$ cat src/rtl/load_store_unit.sv
// Load/store unit: accepts one RV32I load or store at a time, checks width and alignment,
// drives a single-cycle access to a byte-addressed memory with registered read data.
`ifndef ADDR_WIDTH
`define ADDR_WIDTH 16
`endif
`ifndef WORD_WIDTH
`define WORD_WIDTH 32
`endif

module load_store_unit #(
    parameter int ADDR_WIDTH = `ADDR_WIDTH,
    parameter int WORD_WIDTH = `WORD_WIDTH
) (
    input  logic                  clk,
    input  logic                  rst_n,
    input  logic                  reqValid,
    output logic                  reqReady,
    input  logic                  reqWrite,
    input  logic [2:0]            funct3,
    input  logic [WORD_WIDTH-1:0] baseAddr,
    input  logic [WORD_WIDTH-1:0] offset,
    input  logic [WORD_WIDTH-1:0] storeData,
    output logic                  respValid,
    output logic                  respError,
    output logic [WORD_WIDTH-1:0] loadData,
    output logic                  memRead,
    output logic                  memWrite,
    output logic [1:0]            addrUnit,
    output logic [ADDR_WIDTH-1:0] address,
    output logic [WORD_WIDTH-1:0] memDataOut,
    input  logic [WORD_WIDTH-1:0] memDataIn
);

    localparam logic [1:0] UNIT_BYTE = 2'b00;
    localparam logic [1:0] UNIT_HALF = 2'b01;

    typedef enum logic [1:0] {
        S_IDLE    = 2'd0,
        S_ACCESS  = 2'd1,
        S_CAPTURE = 2'd2,
        S_RESP    = 2'd3
    } state_t;

    state_t                  r_state;
    state_t                  w_next_state;
    logic [WORD_WIDTH-1:0]   w_eff_full;
    logic [ADDR_WIDTH-1:0]   w_eff_addr;
    logic                    w_unused_eff;
    logic                    w_illegal;
    logic                    w_accept;

    logic                    r_mem_read;
    logic                    r_mem_write;
    logic [1:0]              r_addr_unit;
    logic [ADDR_WIDTH-1:0]   r_address;
    logic [WORD_WIDTH-1:0]   r_mem_data_out;
    logic                    r_signed;
    logic                    r_is_write;
    logic                    r_resp_error;
    logic [WORD_WIDTH-1:0]   r_load_data;

    // Sign or zero extension of the captured read data according to access width.
    function automatic logic [WORD_WIDTH-1:0] extend_load(
        input logic [1:0]            unit,
        input logic                  sgn,
        input logic [WORD_WIDTH-1:0] data
    );
        logic [WORD_WIDTH-1:0] result;
        case (unit)
            UNIT_BYTE: result = {{(WORD_WIDTH-8){sgn & data[7]}}, data[7:0]};
            UNIT_HALF: result = {{(WORD_WIDTH-16){sgn & data[15]}}, data[15:0]};
            default:   result = data;
        endcase
        return result;
    endfunction

    assign w_eff_full   = baseAddr + offset;
    assign w_eff_addr   = w_eff_full[ADDR_WIDTH-1:0];
    assign w_unused_eff = ^w_eff_full;
    assign w_accept     = reqValid & (r_state == S_IDLE);

    // Legality of the width code for the request direction, and natural alignment.
    always_comb begin
        w_illegal = 1'b1;
        case (funct3)
            3'b000:  w_illegal = 1'b0;
            3'b001:  w_illegal = w_eff_addr[0];
            3'b010:  w_illegal = |w_eff_addr[1:0];
            3'b100:  w_illegal = reqWrite;
            3'b101:  w_illegal = reqWrite | w_eff_addr[0];
            default: w_illegal = 1'b1;
        endcase
    end

    // Next-state logic; errors skip the memory access entirely.
    always_comb begin
        w_next_state = r_state;
        case (r_state)
            S_IDLE: begin
                if (w_accept) begin
                    w_next_state = w_illegal ? S_RESP : S_ACCESS;
                end else begin
                    w_next_state = S_IDLE;
                end
            end
            S_ACCESS:  w_next_state = r_is_write ? S_RESP : S_CAPTURE;
            S_CAPTURE: w_next_state = S_RESP;
            S_RESP:    w_next_state = S_IDLE;
            default:   w_next_state = S_IDLE;
        endcase
    end

    // State register.
    always_ff @(posedge clk or negedge rst_n) begin
        if (!rst_n) begin
            r_state <= S_IDLE;
        end else begin
            r_state <= w_next_state;
        end
    end

    // Memory-side and response registers; strobes default low so they last one cycle.
    always_ff @(posedge clk or negedge rst_n) begin
        if (!rst_n) begin
            r_mem_read     <= 1'b0;
            r_mem_write    <= 1'b0;
            r_addr_unit    <= 2'b00;
            r_address      <= '0;
            r_mem_data_out <= '0;
            r_signed       <= 1'b0;
            r_is_write     <= 1'b0;
            r_resp_error   <= 1'b0;
            r_load_data    <= '0;
        end else begin
            r_mem_read  <= 1'b0;
            r_mem_write <= 1'b0;
            case (r_state)
                S_IDLE: begin
                    if (w_accept) begin
                        if (w_illegal) begin
                            r_resp_error <= 1'b1;
                            r_load_data  <= '0;
                        end else begin
                            r_address      <= w_eff_addr;
                            r_addr_unit    <= funct3[1:0];
                            r_mem_data_out <= storeData;
                            r_signed       <= ~funct3[2];
                            r_is_write     <= reqWrite;
                            r_mem_read     <= ~reqWrite;
                            r_mem_write    <= reqWrite;
                        end
                    end
                end
                S_ACCESS: begin
                    // A store's response is produced here; a load's after capture.
                    if (r_is_write) begin
                        r_resp_error <= 1'b0;
                        r_load_data  <= '0;
                    end
                end
                S_CAPTURE: begin
                    r_resp_error <= 1'b0;
                    r_load_data  <= extend_load(r_addr_unit, r_signed, memDataIn);
                end
                default: begin
                    r_resp_error <= r_resp_error;
                end
            endcase
        end
    end

    assign reqReady   = (r_state == S_IDLE);
    assign respValid  = (r_state == S_RESP);
    assign respError  = r_resp_error;
    assign loadData   = r_load_data;
    assign memRead    = r_mem_read;
    assign memWrite   = r_mem_write;
    assign addrUnit   = r_addr_unit;
    assign address    = r_address;
    assign memDataOut = r_mem_data_out;

endmodule

$ cat config.mk
export PLATFORM = sky130hd
export DESIGN_NAME = load_store_unit
export DESIGN_NICKNAME = d
export VERILOG_FILES = /design/src/rtl/load_store_unit.sv
export SDC_FILE = /design/constraint.sdc
export NUM_CORES = 1
export LEC_CHECK = 0
export ABC_AREA = 0
export BUFFER_PORTS_ARGS = -buffer_cell sky130_fd_sc_hd__buf_2
export CELL_PAD_IN_SITES_DETAIL_PLACEMENT = 1
export CELL_PAD_IN_SITES_GLOBAL_PLACEMENT = 2
export CORE_AREA = 2 2 165 102
export DETAILED_ROUTE_END_ITERATION = 6
export DIE_AREA = 0 0 167 104
export MAX_ROUTING_LAYER = met4
export PLACE_DENSITY_LB_ADDON = 0.08
export REMOVE_ABC_BUFFERS = 1
export SLEW_MARGIN = 5
export SYNTH_ARGS = -nofsm -noshare
export SYNTH_HDL_FRONTEND = slang
export SYNTH_SLANG_ARGS = --single-unit
$ cat constraint.sdc
create_clock -name clk -period 2.9 [get_ports clk]
set_clock_uncertainty 0.15 [all_clocks]
set_input_delay 0.145 -clock clk [delete_from_list [all_inputs] [get_ports clk]]
set_output_delay 0.145 -clock clk [all_outputs]
set_load 0.05 [all_outputs]
==> results.toml, run 1 <==
[worst_setup_path]
crit-reg2reg-capture = "address[8]"
critPathArrivalTime_ns = 2.15
biggest_fanout_along_the_worst_timing_path = 3
timing.critical_path.to_type = "register"
cp_startpoint_kind = "input port"
worst-r2r-cell-count = 7
reg2reg_slack_ns = 0.90
critPathRequiredTime_ns = 2.97
worst_r2r_startpoint = "r_state[0]"
critPathKind = "input port to register"

[cts]
cts_inserted_buffers = 9
worst_skew_pair.late_latency_ns = 0.35
cts-root-to-sink-buffers = 2
cts_max_level = 3
clock-sinks = 89
worst_setup_hold_path_clk_slew_ns = 0.07
ctsRootBufferMaster = "clkbuf_16"
cts_tree = "done"
cts_resized = 0

[synth]
synth_sequential_area_ratio_pct = 50.7
synth_area_per_cell_um2 = 10.4
yosys.area.top_type_share_pct = 50.7
synth_warnings = 0
synth_cells = 424
synth.distinct_cells = 50
synthesis.area_um2 = 4390
yosys-top-cells-area = "dfrtp_1, o21ai_0, nand2_1"
ys_seq_elements = 89
synth.largest_area_cell = "dfrtp_1"

[power]
power_frac_comb_pct = 53.2
sequential_cell_fraction_of_total_power_pct = 29.1
report.power.total_mw = 6.84
cellInternalPower_mw = 3.37
p_per_area_nw_per_um2 = 1050
p_leak_nw = 3.23
ir_drop_v = 0.000644
total_switching_power_mw = 3.48
netSwitchingFraction_pct = 50.8
share_clk_of_total_power_pct = 17.8

[floorplanning]
num_io_pins = 222
fp-row-count = 36
initial_core_util_pct = 27.6
placeableCoreArea_um2 = 15900
die_area_um2 = 17400
dieHeight_um = 104
die_w_um = 167

[timing]
worst_pin_slew_ns = 0.681
timing.setup.tns_ns = 0
slew-limit-headroom_pct = 54.6
hold_viol_final = 0
finalSetupViolations = 0
achievable-frequency_mhz = 480
rsz0062_at_grt = "no"
slew_viol_final = 0
post_route_setup_slack_ns = 0.818
period_share_pct = 71.8
worst_hold_slack_ns = 0.0209
period_needed_ns = 2.08

[hold_path]
holdCritPathClass = "input port to register"
whs_path_depth = 5
critical_hold_path_startpoint = "memDataIn[14]"
holdPathEnd = "loadData[14]"

[final_layout]
antennaDiodeCount = 0
filler_cell_count = 1858
nNetsFinal = 826
layout.cells.non_filler = 885
p_r_area_growth_vs_syn_pct = 48.7
postLayoutCellArea_um2 = 6530
postLayoutCoreUtil_pct = 41.1
final_layout_size_suffix_gt1_share_pct = 35.7

[place]
dpl.hpwl_mm = 10.1
dp_cells = 806
place_congestion = 0.792
io_buffers = 189
detailed_place.area_um2 = 5590
dpl_worst_slack_ns = 0.461

[job]
maxCapViolCount = 0

[global_routing]
first_global_vias = 4312
grt.overflow.total = 0
total_routing_resource_utilization_after_global_routing_pct = 17.2
maximum_number_of_pins_on_one_net_before_global_route_repair = 67
global_route.usage.met3_pct = 4.26
global_route.peak_usage_layer = "met2"
use_met1_pct = 23.7
global_route.usage.met2_pct = 25.2
grt_pass1_wl_mm = 23.0
antenna_found_initial = 0

[drt]
routed_via_density = 4.57
drt_pre_antenna_iters = 4
ant_nets = 0
drt-initial-drc-count = 164
route.vias.total = 4041
avgRoutedWirePerCell_um = 16.0
drc = 0
postRouteWirelength_mm = 14.1

[status]
status = "completed"
-- how the worst max path moves through the flow --
stage / from / end / slack, ns / cells past startpoint
after floorplan: offset[0] / address[14] / -2.20 / 7
final: offset[0] / address[12] / 0.82 / 8
after global placement: offset[0] / address[12] / 0.46 / 8
after global routing: offset[0] / address[12] / 0.70 / 8
after CTS: offset[0] / address[12] / 0.83 / 8
after detailed placement: offset[0] / address[12] / 0.46 / 8
-- final cells by class --
class | count | area [um2] | share of cell area, %
Clock buffer | 10 | 229 | 3.51
Clock inverter | 6 | 78.8 | 1.21
Inverter | 7 | 26.3 | 0.402
Multi-Input combinational cell | 305 | 2040 | 31.2
Sequential cell | 89 | 2230 | 34.1
Tap cell | 209 | 262 | 4.00
Timing Repair Buffer | 259 | 1670 | 25.6
-- worst max-delay path: stages --
cell and delay [ns]:
buf_2 0.10, ha_1 0.23, fa_1 0.46, a211oi_2 0.29
o21ai_1 0.20, a311o_1 0.34, a311oi_1 0.30, o31ai_1 0.09
-- flip-flops by register name (all words and copies together) (netlist names) --
name	flops
loadData	32
memDataOut	32
address	16
addrUnit	2
r_state	2
memRead	1
memWrite	1
r_is_write	1
r_signed	1
respError	1
-- cell usage in the layout (no fill, tap or decap), types with 2 or more instances in the layout --
cell / Yosys / layout
buf_2: 9 / 188
dfrtp_1: 89 / 89
nand2_1: 75 / 74
o21ai_0: 63 / 63
dlygate4sd3_1: 0 / 63
mux2_2: 22 / 22
ha_1: 19 / 19
mux2_1: 18 / 18
a21oi_1: 16 / 16
nor2_1: 11 / 11
o21ai_1: 9 / 9
clkbuf_16: 0 / 9
xor2_1: 8 / 8
inv_1: 7 / 7
nor3_1: 5 / 5
a21o_1: 5 / 5
buf_4: 1 / 5
nand3_1: 4 / 4
o21bai_1: 4 / 4
nor3b_1: 3 / 3
mux2i_1: 3 / 3
and3_1: 3 / 3
a31oi_1: 3 / 3
buf_12: 0 / 3
nor2b_1: 2 / 2
a211oi_1: 2 / 2
o211ai_1: 2 / 2
and2_1: 2 / 2
o31a_1: 2 / 2
o21a_1: 2 / 2
nand4_1: 2 / 2
xnor2_1: 2 / 2
clkinvlp_4: 0 / 2
-- logic make-up (layout without fill, tap and decap cells) --
group,count (synthesis),count (layout),share of synthesized area (%)
compound gates,119,119,15.9
xor+xnor,10,10,2.00
fa+ha+maj,20,20,5.87
buf+inv,30,282,3.31
flops,89,89,50.7
mux,43,43,10.9
simple gates,113,113,11.3
-- power groups by stage --
stage          Sequential (mW)  Combinational [mW]  Clock [mW]
2_1_floorplan             3.51                1.04           0
3_3_place_gp              1.98                3.56           0
3_5_place_dp              2.02                3.61           0
4_1_cts                   1.99                3.68        1.28
5_1_grt                   2.06                3.91        1.33
6_report                  1.99                3.64        1.22
-- metal layers --
layer | vias up | wire [um]
met5 | - | 0
met4 | 0 | 136
met3 | 9 | 773
met2 | 126 | 6090
met1 | 1920 | 7120
li1 | 1986 | -
-- synthesized netlist by cell type (all sizes together) --
cell type,instances
o2111ai,1
nand2b,1
a211oi,3
a21oi,17
o31ai,1
and2,2
inv,7
o311ai,1
and3,3
mux2,40
nor4,1
nor2,11
o211ai,2
nand3b,1
clkbuf,11
buf,12
o21bai,4
nor2b,3
a311o,1
xnor2,2
mux2i,3
ha,19
o21ai,72
a311oi,2
o21a,2
fa,1
o31a,2
nand3,4
nand2,75
dfrtp,89
xor2,8
nor3,6
a21o,5
a221oi,1
nor3b,3
a31oi,3
nand4,2
a211o,1
nand4b,1
a21boi,1
-- timing repair --
item                                   4_1_cts  5_1_grt
buffers inserted                             0        0
endpoints found under the hold margin      109        0
setup endpoints to repair                    0        0
hold buffers                                63        0
Note: power is estimated with default switching activity, not from simulation.
==> run 2, diff against run 1 <==
- CORE_AREA: 2 2 165 102 -> 2 2 171 106
- DIE_AREA: 0 0 167 104 -> 0 0 173 108
- clock period: 2.9 -> 1.96 ns (I/O delays scaled with it)
==> run 2 against run 1 <==
Global-route usage fell by 0.16 points; power grew 56%; sequential share of layout area fell by 2.4 points; final area up 7.5%; wire length is 13% higher; critical path depth shrank 1; setup slack got worse by 0.81 ns; via count is 5.8% higher; final cell count rose by 7.5%; flip-flop and latch count stayed put; core utilization is 0.36 points higher; die area grew 7.6%; critical endpoint is now memDataOut[25].
==> results.toml, run 2 (synthesis results as in run 1) <==
[status]
status = "completed"

[power]
ir_drop_v = 0.000681
p_leak_nw = 3.46
p_per_area_nw_per_um2 = 1520

[global_routing]
total_routing_resource_utilization_after_global_routing_pct = 17.0
grt_pass1_wl_mm = 24.2
maximum_number_of_pins_on_one_net_before_global_route_repair = 51
antenna_found_initial = 0
grt.overflow.total = 0
first_global_vias = 4415

[cts]
cts_inserted_buffers = 9
cts_max_level = 3
cts-root-to-sink-buffers = 2
cts_tree = "done"
ctsRootBufferMaster = "clkbuf_16"
worst_setup_hold_path_clk_slew_ns = 0.07
clock-sinks = 89
worst_skew_pair.late_latency_ns = 0.34

[worst_setup_path]
cp_cell_sequence = "dlygate4sd3_1 -> buf_2 -> a21oi_1 -> o2111ai_4 -> buf_12 -> clkbuf_16 -> mux2_1"
timing.critical_path.to_type = "register"
crit_slowest_cell = "dlygate4sd3_1"
cp_startpoint_kind = "input port"
worst_path_dominant_cell_family = "buffers and inverters"
critPathKind = "input port to register"
crit_buf_inv = 4
critPathArrivalTime_ns = 2.02
critPathRequiredTime_ns = 2.04
critical_path.max_stage_delay_ns = 0.53
biggest_fanout_along_the_worst_timing_path = 13

[place]
io_buffers = 189
dpl.hpwl_mm = 11.2
place_congestion = 0.781
dp_cells = 860

[drt]
routed_via_density = 4.50
drc = 0
ant_nets = 0
drt-initial-drc-count = 131
postRouteWirelength_mm = 16.0
route.vias.total = 4275
drt_pre_antenna_iters = 4
avgRoutedWirePerCell_um = 16.8

[timing]
period_share_pct = 99.4
worst_hold_slack_ns = 0.0118
period_needed_ns = 1.95
worst_pin_slew_ns = 0.466
timing.setup.tns_ns = 0
achievable-frequency_mhz = 514
slew_viol_final = 0
finalSetupViolations = 0
hold_viol_final = 0
slew-limit-headroom_pct = 68.9

[floorplanning]
dieHeight_um = 108
placeableCoreArea_um2 = 16900
fp-row-count = 37
initial_core_util_pct = 25.9
die_w_um = 173
die_area_um2 = 18700
num_io_pins = 222

[final_layout]
layout.cells.most_common = "buf_2"
top_library_cells_by_usage_in_the_layout_fill_and_taps_aside = "buf_2, dfrtp_1, nand2_1"
antennaDiodeCount = 0
nNetsFinal = 867
final_layout_size_suffix_gt1_share_pct = 40.0
p_r_area_growth_vs_syn_pct = 59.9
layout.cells.non_filler = 951

[job]
maxCapViolCount = 0

[hold_path]
holdCritPathClass = "input port to register"
[run 2: changes by cell type in the layout (fill, tap and decap cells not counted), sizes merged]
| cell | delta |
|---|---|
| buf | +32 |
| dlygate4sd3 | +7 |
| inv | +4 |
| bufinv | -1 |
| clkbuf | +1 |
| clkinv | -1 |
| clkinvlp | -1 |
[run 2: layer usage]
| layer | wire length [um] | vias up | GRT usage (%) |
|---|---|---|---|
| li1 | - | 2071 | - |
| met3 | 768 | 11 | 3.76 |
| met1 | 8310 | 2062 | 24.2 |
| met5 | 0 | - | - |
| met2 | 6770 | 131 | 24.6 |
| met4 | 135 | 0 | 3.93 |
[run 2: timing repair]
item                                   4_1_cts  5_1_grt
endpoints found under the hold margin      160        0
resized for setup                            1       24
cloned                                       0        4
pin swaps                                    0        4
setup buffers                                0        1
hold buffers                                70        0
setup endpoints to repair                    1       58
[run 2: report_power, final]
group	internal [mW]	switching [mW]
sequential	2.54	0.407
combinational	1.80	4.23
clock	0.886	0.812
total	5.23	5.45
[run 2: worst min-delay path, stage by stage]
cell    delay [ns]
buf_2         0.10
ha_4          0.15
mux2_1        0.12
[run 2: metrics by stage]
step | power (mW) | worst slack [ns] | util [%] | instance area [um2]
finish | 10.7 | 0.0127 | 41.4 | 7020
global route | 11.3 | -0.00999 | 41.4 | 7020
CTS | 10.5 | 0.00140 | 40.4 | 6840
detailed placement | 8.58 | -0.367 | 34.5 | 5850
global placement | 8.46 | -0.343 | 34.5 | 5850
floorplan | 6.74 | -3.09 | - | 4270
[run 2: final timing paths]
check / slack [ns] / cells after the start / from / end
worst max register to register: 0.11 / 6 / r_state[0] / memDataOut[25]
worst min register to register: 0.33 / 2 / loadData[15] / loadData[15]
max in group asynchronous: 1.00 / 3 / rst_n / loadData[20]
min in group asynchronous: 0.09 / 2 / rst_n / loadData[5]
worst min-delay path: 0.01 / 3 / baseAddr[0] / address[0]
worst max-delay path: 0.01 / 7 / funct3[0] / memDataOut[25]
[run 2: final cells by class]
| class | count | area, um2 |
|---|---|---|
| clock buffer | 9 | 225 |
| clock inverter | 7 | 58.8 |
| fill | 1939 | 9920 |
| inverter | 7 | 26.3 |
| multi-input combinational | 305 | 2110 |
| sequential | 89 | 2230 |
| tap | 234 | 293 |
| timing repair buffer | 300 | 2080 |
